[src/rtl/onchip_mem_reader_pkg.sv]
// Shared sizing constants and FSM state encodings for the on-chip memory read master.
package onchip_mem_reader_pkg;

    localparam int ADDR_W_C    = 13;
    localparam int DATA_W_C    = 32;
    localparam int MEM_DEPTH_C = 5320;

    localparam logic [1:0] ST_IDLE  = 2'd0;
    localparam logic [1:0] ST_RUN   = 2'd1;
    localparam logic [1:0] ST_DRAIN = 2'd2;

endpackage

[src/rtl/onchip_mem_reader_if.sv]
// Command, Avalon-MM read and output stream signals of the reader, bundled with
// the reader (master) and environment (slave) views.
interface onchip_mem_reader_if
    import onchip_mem_reader_pkg::*;
#(
    parameter int ADDR_W = ADDR_W_C,
    parameter int DATA_W = DATA_W_C
);

    logic              cmd_start;
    logic [ADDR_W-1:0] cmd_addr;
    logic [ADDR_W:0]   cmd_len;
    logic              cmd_busy;
    logic              cmd_done;
    logic              cmd_error;

    logic [ADDR_W-1:0] mem_address;
    logic              mem_chipselect;
    logic              mem_write;
    logic [3:0]        mem_byteenable;
    logic              mem_clken;
    logic [DATA_W-1:0] mem_readdata;

    logic              out_valid;
    logic              out_ready;
    logic [DATA_W-1:0] out_data;
    logic              out_last;

    modport master (
        input  cmd_start, cmd_addr, cmd_len, mem_readdata, out_ready,
        output cmd_busy, cmd_done, cmd_error,
               mem_address, mem_chipselect, mem_write, mem_byteenable, mem_clken,
               out_valid, out_data, out_last
    );

    modport slave (
        output cmd_start, cmd_addr, cmd_len, mem_readdata, out_ready,
        input  cmd_busy, cmd_done, cmd_error,
               mem_address, mem_chipselect, mem_write, mem_byteenable, mem_clken,
               out_valid, out_data, out_last
    );

endinterface

[src/rtl/onchip_mem_reader_fifo.sv]
// Show-ahead FIFO buffering returned read words; the head entry is visible on
// o_pop_data whenever the FIFO is non-empty.
module onchip_mem_reader_fifo #(
    parameter int DEPTH = 4,
    parameter int WIDTH = 33
) (
    input  logic                   clk,
    input  logic                   reset,
    input  logic                   i_push,
    input  logic [WIDTH-1:0]       i_push_data,
    input  logic                   i_pop,
    output logic [WIDTH-1:0]       o_pop_data,
    output logic                   o_empty,
    output logic [$clog2(DEPTH):0] o_count
);
    localparam int PTR_W = $clog2(DEPTH);

    logic [WIDTH-1:0] r_mem [DEPTH];
    logic [PTR_W-1:0] r_wr_ptr;
    logic [PTR_W-1:0] r_rd_ptr;
    logic [PTR_W:0]   r_count;
    logic             w_full;
    logic             w_do_push;
    logic             w_do_pop;

    assign o_empty    = (r_count == '0);
    assign w_full     = (r_count == (PTR_W+1)'(DEPTH));
    assign w_do_pop   = i_pop && !o_empty;
    assign w_do_push  = i_push && (!w_full || w_do_pop);
    assign o_count    = r_count;
    assign o_pop_data = o_empty ? '0 : r_mem[r_rd_ptr];

    always_ff @(posedge clk) begin
        if (w_do_push) begin
            r_mem[r_wr_ptr] <= i_push_data;
        end
    end

    // Pointers wrap naturally because DEPTH is a power of two.
    always_ff @(posedge clk) begin
        if (reset) begin
            r_wr_ptr <= '0;
            r_rd_ptr <= '0;
            r_count  <= '0;
        end else begin
            if (w_do_push) begin
                r_wr_ptr <= r_wr_ptr + 1'b1;
            end
            if (w_do_pop) begin
                r_rd_ptr <= r_rd_ptr + 1'b1;
            end
            case ({w_do_push, w_do_pop})
                2'b10:   r_count <= r_count + 1'b1;
                2'b01:   r_count <= r_count - 1'b1;
                default: r_count <= r_count;
            endcase
        end
    end

endmodule

[src/rtl/onchip_mem_reader.sv]
// Block read master: fetches a contiguous run of words from the 1-cycle-latency
// on-chip memory and streams them out in order with a last-word flag.
module onchip_mem_reader
    import onchip_mem_reader_pkg::*;
#(
    parameter int ADDR_W     = ADDR_W_C,
    parameter int DATA_W     = DATA_W_C,
    parameter int MEM_DEPTH  = MEM_DEPTH_C,
    parameter int FIFO_DEPTH = 4
) (
    input logic                 clk,
    input logic                 reset,
    onchip_mem_reader_if.master bus
);
    localparam int CNT_W = $clog2(FIFO_DEPTH) + 1;

    logic [1:0]        r_state;
    logic [ADDR_W-1:0] r_addr;
    logic [ADDR_W:0]   r_remaining;
    logic              r_inflight;
    logic              r_inflight_last;
    logic              r_done;
    logic              r_error;

    logic [ADDR_W+1:0] w_end;
    logic              w_too_long;
    logic              w_issue;
    logic              w_last_issue;
    logic              w_pop;
    logic              w_fifo_empty;
    logic [CNT_W-1:0]  w_count;
    logic [DATA_W:0]   w_fifo_word;

    // End address is formed two bits wider so a block running past the top cannot wrap.
    assign w_end      = {2'b00, bus.cmd_addr} + {1'b0, bus.cmd_len};
    assign w_too_long = (w_end > (ADDR_W+2)'(MEM_DEPTH));

    // Buffered plus in-flight words never exceed the FIFO, so a push always has room.
    assign w_issue = !reset && (r_state == ST_RUN) && (r_remaining != '0) &&
                     ((int'(w_count) + int'(r_inflight)) < FIFO_DEPTH);
    assign w_last_issue = w_issue && (r_remaining == (ADDR_W+1)'(1));
    assign w_pop        = !w_fifo_empty && bus.out_ready;

    assign bus.mem_write      = 1'b0;
    assign bus.mem_byteenable = 4'hF;
    assign bus.mem_clken      = 1'b1;
    assign bus.mem_chipselect = w_issue;
    assign bus.mem_address    = w_issue ? r_addr : '0;

    assign bus.cmd_busy  = (r_state != ST_IDLE);
    assign bus.cmd_done  = r_done;
    assign bus.cmd_error = r_error;

    assign bus.out_valid = !w_fifo_empty;
    assign bus.out_data  = w_fifo_word[DATA_W-1:0];
    assign bus.out_last  = w_fifo_word[DATA_W];

    onchip_mem_reader_fifo #(
        .DEPTH (FIFO_DEPTH),
        .WIDTH (DATA_W + 1)
    ) u_fifo (
        .clk         (clk),
        .reset       (reset),
        .i_push      (r_inflight),
        .i_push_data ({r_inflight_last, bus.mem_readdata}),
        .i_pop       (w_pop),
        .o_pop_data  (w_fifo_word),
        .o_empty     (w_fifo_empty),
        .o_count     (w_count)
    );

    always_ff @(posedge clk) begin
        if (reset) begin
            r_state         <= ST_IDLE;
            r_addr          <= '0;
            r_remaining     <= '0;
            r_inflight      <= 1'b0;
            r_inflight_last <= 1'b0;
            r_done          <= 1'b0;
            r_error         <= 1'b0;
        end else begin
            r_done          <= 1'b0;
            r_error         <= 1'b0;
            r_inflight      <= w_issue;
            r_inflight_last <= w_last_issue;
            case (r_state)
                ST_IDLE: begin
                    if (bus.cmd_start) begin
                        if (bus.cmd_len == '0) begin
                            r_done <= 1'b1;
                        end else if (w_too_long) begin
                            r_error <= 1'b1;
                        end else begin
                            r_addr      <= bus.cmd_addr;
                            r_remaining <= bus.cmd_len;
                            r_state     <= ST_RUN;
                        end
                    end
                end
                ST_RUN: begin
                    if (w_issue) begin
                        r_addr      <= r_addr + 1'b1;
                        r_remaining <= r_remaining - 1'b1;
                        if (w_last_issue) begin
                            r_state <= ST_DRAIN;
                        end
                    end
                end
                ST_DRAIN: begin
                    if (w_pop && bus.out_last) begin
                        r_state <= ST_IDLE;
                        r_done  <= 1'b1;
                    end
                end
                default: r_state <= ST_IDLE;
            endcase
        end
    end

endmodule

[src/flat_wrapper.sv]
// flat-port wrapper written by rule: the top's interface ports become plain ports
module onchip_mem_reader_flat import onchip_mem_reader_pkg::*;
#(
    parameter int ADDR_W     = ADDR_W_C,
    parameter int DATA_W     = DATA_W_C,
    parameter int MEM_DEPTH  = MEM_DEPTH_C,
    parameter int FIFO_DEPTH = 4
)
  (clk, reset, bus_cmd_start, bus_cmd_addr, bus_cmd_len, bus_mem_readdata, bus_out_ready, bus_cmd_busy, bus_cmd_done, bus_cmd_error, bus_mem_address, bus_mem_chipselect, bus_mem_write, bus_mem_byteenable, bus_mem_clken, bus_out_valid, bus_out_data, bus_out_last);
  onchip_mem_reader_if #(.ADDR_W(ADDR_W), .DATA_W(DATA_W)) bus_i ();
  input logic clk;
  input logic reset;
  input wire logic [$bits(bus_i.cmd_start)-1:0] bus_cmd_start;
  input wire logic [$bits(bus_i.cmd_addr)-1:0] bus_cmd_addr;
  input wire logic [$bits(bus_i.cmd_len)-1:0] bus_cmd_len;
  input wire logic [$bits(bus_i.mem_readdata)-1:0] bus_mem_readdata;
  input wire logic [$bits(bus_i.out_ready)-1:0] bus_out_ready;
  output wire logic [$bits(bus_i.cmd_busy)-1:0] bus_cmd_busy;
  output wire logic [$bits(bus_i.cmd_done)-1:0] bus_cmd_done;
  output wire logic [$bits(bus_i.cmd_error)-1:0] bus_cmd_error;
  output wire logic [$bits(bus_i.mem_address)-1:0] bus_mem_address;
  output wire logic [$bits(bus_i.mem_chipselect)-1:0] bus_mem_chipselect;
  output wire logic [$bits(bus_i.mem_write)-1:0] bus_mem_write;
  output wire logic [$bits(bus_i.mem_byteenable)-1:0] bus_mem_byteenable;
  output wire logic [$bits(bus_i.mem_clken)-1:0] bus_mem_clken;
  output wire logic [$bits(bus_i.out_valid)-1:0] bus_out_valid;
  output wire logic [$bits(bus_i.out_data)-1:0] bus_out_data;
  output wire logic [$bits(bus_i.out_last)-1:0] bus_out_last;
  assign bus_i.cmd_start = bus_cmd_start;
  assign bus_i.cmd_addr = bus_cmd_addr;
  assign bus_i.cmd_len = bus_cmd_len;
  assign bus_i.mem_readdata = bus_mem_readdata;
  assign bus_i.out_ready = bus_out_ready;
  assign bus_cmd_busy = bus_i.cmd_busy;
  assign bus_cmd_done = bus_i.cmd_done;
  assign bus_cmd_error = bus_i.cmd_error;
  assign bus_mem_address = bus_i.mem_address;
  assign bus_mem_chipselect = bus_i.mem_chipselect;
  assign bus_mem_write = bus_i.mem_write;
  assign bus_mem_byteenable = bus_i.mem_byteenable;
  assign bus_mem_clken = bus_i.mem_clken;
  assign bus_out_valid = bus_i.out_valid;
  assign bus_out_data = bus_i.out_data;
  assign bus_out_last = bus_i.out_last;
  onchip_mem_reader #(.ADDR_W(ADDR_W), .DATA_W(DATA_W), .MEM_DEPTH(MEM_DEPTH), .FIFO_DEPTH(FIFO_DEPTH)) u_core (.clk(clk), .reset(reset), .bus(bus_i));
endmodule
[config.mk]
export PLATFORM = sky130hd
export DESIGN_NAME = onchip_mem_reader_flat
export DESIGN_NICKNAME = d
export VERILOG_FILES = /design/src/rtl/onchip_mem_reader_pkg.sv /design/src/rtl/onchip_mem_reader_if.sv /design/src/rtl/onchip_mem_reader_fifo.sv /design/src/rtl/onchip_mem_reader.sv /design/src/flat_wrapper.sv
export SDC_FILE = /design/constraint.sdc
export NUM_CORES = 1
export LEC_CHECK = 0
export CAP_MARGIN = 30
export CORE_ASPECT_RATIO = 0.5
export CORE_MARGIN = 2
export CORE_UTILIZATION = 30
export CTS_BUF_LIST = sky130_fd_sc_hd__clkbuf_4
export DETAILED_ROUTE_END_ITERATION = 7
export PLACE_DENSITY = 0.6
export SLEW_MARGIN = 20
export SYNTH_ARGS = -nofsm -noshare
export SYNTH_HDL_FRONTEND = slang
export SYNTH_SLANG_ARGS = --single-unit
[constraint.sdc]
create_clock -name clk -period 4.19 [get_ports clk]
set_input_delay 0.838 -clock clk [delete_from_list [all_inputs] [get_ports clk]]
set_output_delay 0.838 -clock clk [all_outputs]
set_load 0.005 [all_outputs]
==> results.toml <==
[clock_tree]
numCtsBuffers = 17
clockRootBuffer = "clkbuf_4"
clk_path_buf_depth = 2
cts_tree = "yes"
htreeDepth = 4
hold_buffers = 0
insertion_delay_ns = 0.61
post_cts_buffers = 0
clkTransAtPathRegs_ns = 0.16
clock-sinks = 174
cts_resized = 0

[pwr]
pwr_density_cell_mw_per_mm2 = 452
power_frac_seq_pct = 43.4
power_w = 0.00461
ir_worst_vdd_uv = 207
p_leak_nw = 3.37
clkPwrFrac_pct = 20.1
combPwrFrac_pct = 36.4
p_sw_share_pct = 32.4
power.internal_w = 0.00312
switchingPower_w = 0.00149

[min_path]
hold_depth = 2
min_to = "u_core.r_remaining[13]"
min_from = "u_core.r_remaining[13]"
hp-class = "flop to flop"

[worst_setup_path]
r2r_cells = 9
critPathKind = "flop to primary output"
max_stage_delay_ns = 0.47
reg2reg_setup_slack_ns = 1.60
cp_common_cell = "nor3_1"
reg2reg_from = "u_core.r_remaining[2]"
reg2reg_to = "u_core.r_remaining[6]"
cp.required_ns = 3.35
arrival_ns = 3.07
cp-end-kind = "primary output"
startpoint_type = "flop"
path_cells = "nor3_1, nand3_1, nor3_1, a21o_1, inv_1, and2_1, clkdlybuf4s50_1"
cp_slowest_cell = "clkdlybuf4s50_1"
crit_path_max_fanout = 19

[logic_synthesis]
synth.distinct_cells = 69
synth_area_per_cell_sq_um = 13.4
synth-seq-cells = 174
synth_top_cell_area_share_pct = 48.1
ys_top_cells_by_area = "edfxtp_1 48%, dfxtp_1 10%, mux4_2 9.0%, and2_1 3.6%, ha_1 3.0%"
dominantRegCellSynth = "edfxtp_1"
yosysWarnings = 0
synth_top_cell_by_area = "edfxtp_1"
synth_area_sq_mm = 0.00824
synthCells = 617
synth-async-reset-ratio_pct = 0
synth_edf_count = 132
ys_seq_area_share_pct = 58.3

[floorplanning]
rows = 42
start_util_pct = 30.9
die_h_microns = 121
pin_count = 120
coreArea_sq_mm = 0.0267
dieArea_sq_mm = 0.0289
die_w_microns = 238

[flow_run]
maxCapViolCount = 0

[sta]
setup_viol = 0
fin_hold_ws_ns = 0.515
fin_crit_ns = 3.91
finalSetupTns_ns = 0
fin_crit_sh_pct = 93.3
worst_pin_slew_ns = 0.602
final_max_slew_viol_count = 0
final_hold_viol_count = 0
fmax_mhz = 256
rsz0062_at_grt = "false"
slew_headroom_pct = 59.8
fin_worst_skew_ns = 0.0408

[global_routing]
grt_max_degree = 53
antenna_found_initial = 1
track_usage_pct = 14.2
grt_first_pass_wirelength_microns = 31300
grt-ovfl-total = 0
grt_pass1_vias = 5671

[routing]
wirelength_microns = 20200
vias = 5620
vias_per_cell = 5.03
wl_per_cell_microns = 18.0
detail-route-antenna-nets = 0
drtIter0Drc = 491
drc_errors = 0
first_pass_iters = 5

[placement]
routabilityCongestion = 0.829
hpwlAfterDp_microns = 14000
numPortBuffers = 113

[final_layout]
syn_to_final_growth_pct = 23.7
final_nets = 836
nFillCells = 2524
drive_above_1_share_pct = 17.7
final_cell_mix = "132 x edfxtp_1, 112 x clkdlybuf4s50_1, 44 x and2_1"
mostFrequentLayoutCell = "edfxtp_1"

[outcome]
status = "completed"
==> power by group through the flow <==
stage | registers [W] | clock network, W | logic (W)
2_1_floorplan | 0.00199 | 0 | 0.000916
3_3_place_gp | 0.00204 | 0 | 0.00170
3_5_place_dp | 0.00204 | 0 | 0.00171
4_1_cts | 0.00201 | 0.000966 | 0.00172
5_1_grt | 0.00202 | 0.00104 | 0.00183
6_report | 0.00200 | 0.000928 | 0.00168
==> how the worst max path moves through the flow <==
stage	cells past startpoint	to	from
floorplan	11	u_core.r_addr[12]	bus_cmd_len[0]
global placement	14	u_core.r_addr[11]	bus_cmd_addr[0]
global route	7	bus_mem_address[0]	u_core.r_remaining[2]
detailed placement	14	u_core.r_addr[11]	bus_cmd_addr[0]
CTS	7	bus_mem_address[0]	u_core.r_remaining[2]
finish	7	bus_mem_address[0]	u_core.r_remaining[2]
==> layer usage <==
layer,vias up,wire (microns),GRT usage [%]
met1,2824,9080,18.3
met2,137,9820,23.8
met5,-,0,0
met4,0,238,3.71
li1,2644,-,-
met3,15,1020,3.75
==> stage by stage <==
step           util, %  cells  worst slack [ns]  cell area (sq um)
4_1_cts           38.2   1115             0.250              10200
6_report          38.2   1117             0.279              10200
3_5_place_dp      37.2   1083           0.00818               9920
3_3_place_gp      37.2   1083            0.0862               9920
5_1_grt           38.2   1117            0.0767              10200
2_1_floorplan        -    621             0.926               8260
==> critical path: cells and delay by family, from the launching register on <==
kind | cells | cell delay (ns)
buffers and inverters | 2 | 0.73
and+or+nand+nor | 4 | 1.17
DFF | 1 | 0.41
AOI/OAI and AO/OA | 1 | 0.16
==> registers in the layout (all words and copies together) (netlist names), named ones only <==
signal	count
u_core.r_inflight_last	1
u_core.bus.cmd_error	1
u_core.r_addr	13
u_core.u_fifo.r_rd_ptr	2
u_core.r_state	2
u_core.u_fifo.r_mem	132
u_core.r_remaining	14
u_core.u_fifo.o_count	3
u_core.r_inflight	1
u_core.bus.cmd_done	1
u_core.u_fifo.r_wr_ptr	2
==> cell families (layout without fill, tap and decap cells) <==
group	after synthesis	count (layout)	synth area share [%]
mux	35	35	9.28
simple gates	192	192	12.4
fa+ha+maj	22	22	3.52
flops	174	174	58.3
compound gates	123	123	11.8
other cells	2	7	0.0911
xor+xnor	13	13	1.38
buf+inv	56	199	3.23
==> area by class of cell <==
type                    instances  area (sq um)  share of cell area (%)
clock inverters                15           138                    1.35
well taps                     352           440                    4.32
inverters                      17          63.8                   0.626
clock buffers                  17           128                    1.25
diodes                          1          2.50                  0.0245
flip-flops and latches        174          4810                    47.1
repair buffers                150          1430                    14.0
multi-input cells             391          3190                    31.3
==> cells in the mapped netlist, drive strengths merged, types with 3 or more instances <==
cell type / n
a211oi: 6
and2: 48
nand2b: 6
o32ai: 9
mux4: 33
nand3: 20
o31ai: 14
o21ai: 19
nor3b: 3
o211ai: 5
nor3: 17
xnor2: 9
dfxtp: 42
a311oi: 3
ha: 20
nand3b: 3
edfxtp: 132
a21o: 4
xor2: 4
or3: 8
and3: 5
nor2: 31
buf: 14
nand4: 5
inv: 17
nand2: 31
nor4: 7
a21oi: 32
a22o: 3
a22oi: 5
clkbuf: 25
or2: 4
Power figures use the tool's default switching activity.
==> RTL change 1 (config.mk and constraints unchanged) <==
Change the package constant `DATA_W_C` from 32 to 16.
--- a/src/rtl/onchip_mem_reader_pkg.sv
+++ b/src/rtl/onchip_mem_reader_pkg.sv
@@ -2,7 +2,7 @@
 package onchip_mem_reader_pkg;
 
     localparam int ADDR_W_C    = 13;
-    localparam int DATA_W_C    = 32;
+    localparam int DATA_W_C    = 16;
     localparam int MEM_DEPTH_C = 5320;
 
     localparam logic [1:0] ST_IDLE  = 2'd0;
Interface: changed (resized bus_mem_readdata and bus_out_data); port bits go from 120 to 88. No check against the original RTL was run, so the function may have changed too.
==> RTL change 1 against the unedited design <==
Final area is 30% lower. Total power is 38% lower. Die area is 29% lower. Worst setup slack improved by 0.011 ns. Synthesized area decreased by 30%. Final cell count decreased by 21%. Largest cell class unchanged. Core utilization is essentially flat. Combinational power fell by 35%. Hold slack worse by 0.0077 ns. Sequential cell count down 64. Non-clock buffer count is 44 lower. Routed wire length shrank 29%.
==> RTL change 1: results (changes against the unedited design) <==
| Metric | Value |
|---|---|
| Mean Syn Cell Area | `10.9 µm² (-19%)` |
| DP Worst Slack | `-0.313 ns (-0.322 ns)` |
| Regs by FF count | `u_core.u_fifo.r_mem (68), u_core.r_remaining (14), u_core.r_addr (13)` |
| Placed instance count | `869 (-20%)` |
| Clock share of power | `18.0% (-2.1 points)` |
| Clock latency on the worst-skew pair | `0.48 ns (-0.13 ns)` |
| Worst EP arrival | `4.32 ns (+1.25 ns)` |
| DR vias/cell | `5.07 (+0.79%)` |
| Iter 0 DRT Violations | `325 (-34%)` |
| Area of the multi-input gates | `2690 µm² (-16%)` |
| Share of cells above drive strength 1 | `10.7% (-7.0 points)` |
| Post-detail-place hpwl | `10.0 mm (-28%)` |
| Post-synthesis mux area share | `7.48% (-1.8 points)` |
| Distinct cells, synth | `65 (-5.8%)` |
| I/O Buffers | `81 (-28%)` |
| Largest net degree at the start of global routing | `41 (-23%)` |
| Top post-synthesis cells by count | `68 x edfxtp_1, 43 x nor2_1, 42 x dfxtp_1` |
| Status | `complete, no violations` |
| Sequential share of power | `44.1% (+0.7 points)` |
| Pwr dens | `404 nW/µm² (-11%)` |
| Crit path max fanout | `15 (-4)` |
| Number of fill cells | `1888 (-25%)` |
| Peak VDD IR | `209 µV (+0.86%)` |
| Top cells by area, synth | `edfxtp_1 35%, dfxtp_1 14%, mux4_2 6.6%, ha_1 4.3%, and2_1 3.3%` |
| Pre-antenna DRT Iters | `7 (+2)` |
| Vias in the first global route | `4275 (-25%)` |
| Final Skew | `0.0296 ns (-0.0112 ns)` |
[RTL change 1: changes by cell type after synthesis, sizes merged, moves of 8 or more]
cell,delta
and2,-16
edfxtp,-64
mux4,-16
nor2,+12
o22ai,+8
o31ai,-12
[RTL change 1: path summary, 6_finish.rpt]
| check | start | slack (ns) | to | depth (start not counted) |
|---|---|---|---|---|
| setup / recovery | bus_cmd_len[0] | 0.29 | u_core.r_addr[5]$_SDFFE_PP0P_ | 13 |
| hold / removal | u_core.r_inflight_last$_SDFF_PP0_ | 0.51 | u_core.u_fifo.r_mem[0][16]$_DFFE_PP_ | 0 |
| setup reg to reg | u_core.r_remaining[0]$_SDFFE_PP0P_ | 1.51 | u_core.r_remaining[4]$_SDFFE_PP0P_ | 10 |
| hold reg to reg | u_core.r_inflight_last$_SDFF_PP0_ | 0.51 | u_core.u_fifo.r_mem[0][16]$_DFFE_PP_ | 0 |
[RTL change 1: layer usage]
metal	track usage, %	vias up	routed length (µm)
met5	0	-	0
met4	3.42	0	181
met3	2.68	22	718
met2	23.7	141	6710
met1	18.8	2174	6660
li1	-	2166	-
[RTL change 1: critical path, cell delays in order]
cell and delay [ns]:
clkdlybuf4s50_1 0.42, ha_1 0.24, fa_1 0.41, a21o_1 0.25, a21o_1 0.20, nor3_1 0.23
nor3_1 0.10, o311ai_1 0.37, a31oi_1 0.23, o31ai_2 0.32, buf_4 0.26, nand2_2 0.20
o22ai_1 0.25
[RTL change 1: final cells by class]
class                           instances  area share [%]
Sequential cell                       110            40.5
Tap cell                              259            4.55
Clock inverter                          6           0.878
Inverter                               22            1.16
Multi-Input combinational cell        373            37.8
Antenna cell                            2          0.0702
Timing Repair Buffer                  106            14.1
Clock buffer                           10            1.05
[RTL change 1: timing repair]
action,CTS,global route
buffers inserted,0,0
endpoints found under the setup margin,0,4
resized for setup,0,1
==> RTL change 2 (same settings) <==
Made on the original files. Reset style: asynchronous (`reset`), changed in 2 clocked blocks.
--- a/src/rtl/onchip_mem_reader_fifo.sv
+++ b/src/rtl/onchip_mem_reader_fifo.sv
@@ -37,7 +37,7 @@
     end
 
     // Pointers wrap naturally because DEPTH is a power of two.
-    always_ff @(posedge clk) begin
+    always_ff @(posedge clk or posedge reset) begin
         if (reset) begin
             r_wr_ptr <= '0;
             r_rd_ptr <= '0;
--- a/src/rtl/onchip_mem_reader.sv
+++ b/src/rtl/onchip_mem_reader.sv
@@ -69,7 +69,7 @@
         .o_count     (w_count)
     );
 
-    always_ff @(posedge clk) begin
+    always_ff @(posedge clk or posedge reset) begin
         if (reset) begin
             r_state         <= ST_IDLE;
             r_addr          <= '0;
Formal check against the unedited RTL: differs if reset is asserted again (counterexample within 4 cycles, from zero or initial values and one cycle with reset high); with reset held inactive, the same outputs for 4 cycles.
==> RTL change 2 against the unedited design <==
Count of clock-buffer cells in the layout stayed put. Via count grew 11%. Synthesized area up 4.0%. Routed wire length increased by 12%. Register-to-register slack lost 0.40 ns. Total power is 39% higher. Worst setup slack worse by 0.056 ns. Final area increased by 5.5%. Global-route usage grew 1.1 points. Combinational power grew 67%. Sequential cell count fell by 2. Critical path type unchanged. Synthesized cell count increased by 9.4%. Largest power group is now combinational logic.
==> RTL change 2: results (changes against the unedited design) <==
| Metric | Value |
|---|---|
| Top sig layer | `met5` |
| Gpl congestion | `0.854 (+3.0%)` |
| Worst EP arrival | `3.13 ns (+0.06 ns)` |
| Status | `complete, no violations` |
| Post-detail-place hpwl | `15.5 mm (+10%)` |
| Total GRT Usage | `15.3% (+1.1 points)` |
| CP Capture Point | `bus_mem_address[3]` |
| Met3 Use GR | `4.41% (+0.65 points)` |
| Crit-path slowest cell | `or4_1` |
| Worst reg-to-reg setup slack | `1.20 ns (-0.40 ns)` |
| Top post-synthesis cells by count | `132 x edfxtp_1, 46 x and2_1, 40 x dfrtp_1` |
| Wl on met1 | `9.89 mm (+8.9%)` |
| Fraction of registers with async set/reset | `23.3% (+23 points)` |
| Final Skew | `0.0284 ns (-0.0124 ns)` |
| Clock latency on the worst-skew pair | `0.63 ns (+0.02 ns)` |
| Least-Margin Pin Slew | `0.948 ns (+0.346 ns)` |
| Number of fill cells | `2620 (+3.8%)` |
| Top cells by area, synth | `edfxtp_1 46%, dfrtp_1 12%, mux4_2 8.7%, and2_1 3.4%, ha_1 2.9%` |
| WL met3 | `1.51 mm (+49%)` |
| Area of the multi-input gates | `3360 µm² (+5.3%)` |
| Post-DP Area | `10400 µm² (+5.0%)` |
| DP Worst Slack | `-0.143 ns (-0.151 ns)` |
| Metal2 WL | `10.6 mm (+8.1%)` |
| Rows | `43 (+2.4%)` |
| Via count | `6229 (+11%)` |
| Share of cells above drive strength 1 | `15.3% (-2.4 points)` |
| Multi-In Gates | `444 (+14%)` |
| First-pass GRT wire length | `34.6 mm (+11%)` |
| Worst hold slack | `0.410 ns (-0.105 ns)` |
| Buffer share of cell area | `14.3% (+0.24 points)` |
| Peak VDD IR | `204 µV (-1.5%)` |
| Leakage power | `3.78 nW (+12%)` |
| Post-synthesis register bit count | `172 (-1.1%)` |
| Crit Reg-Reg Endpoint | `u_core.r_remaining[11]$_DFFE_PP0P_` |
| Worst R2R Path Depth | `10 (+1)` |
-- RTL change 2: per-stage QoR --
step / util, % / setup TNS (ns) / power [mW] / cells
4_1_cts: 38.5 / 0 / 6.50 / 1207
3_3_place_gp: 37.3 / -0.779 / 5.36 / 1175
6_report: 38.5 / 0 / 6.42 / 1208
2_1_floorplan: - / 0 / 4.07 / 679
3_5_place_dp: 37.3 / -2.34 / 5.40 / 1175
5_1_grt: 38.5 / 0 / 6.83 / 1207
-- RTL change 2: cells by family (layout without fill, tap and decap cells) --
kind of cell               after synthesis  in the layout  synth area share, %
and+or+nand+nor                        216            216                 13.2
DFF                                    172            172                 57.9
AOI/OAI and AO/OA                      156            156                 12.4
buffers and inverters                   63            209                 3.20
muxes                                   35             35                 8.92
adders and majority gates               22             22                 3.39
xor gates and xnor gates                 9              9                0.920
other                                    2              7               0.0876
-- RTL change 2: where the power goes --
group | internal (mW) | switching [mW]
sequential | 2.22 | 0.301
clock | 0.436 | 0.648
combinational | 1.51 | 1.30
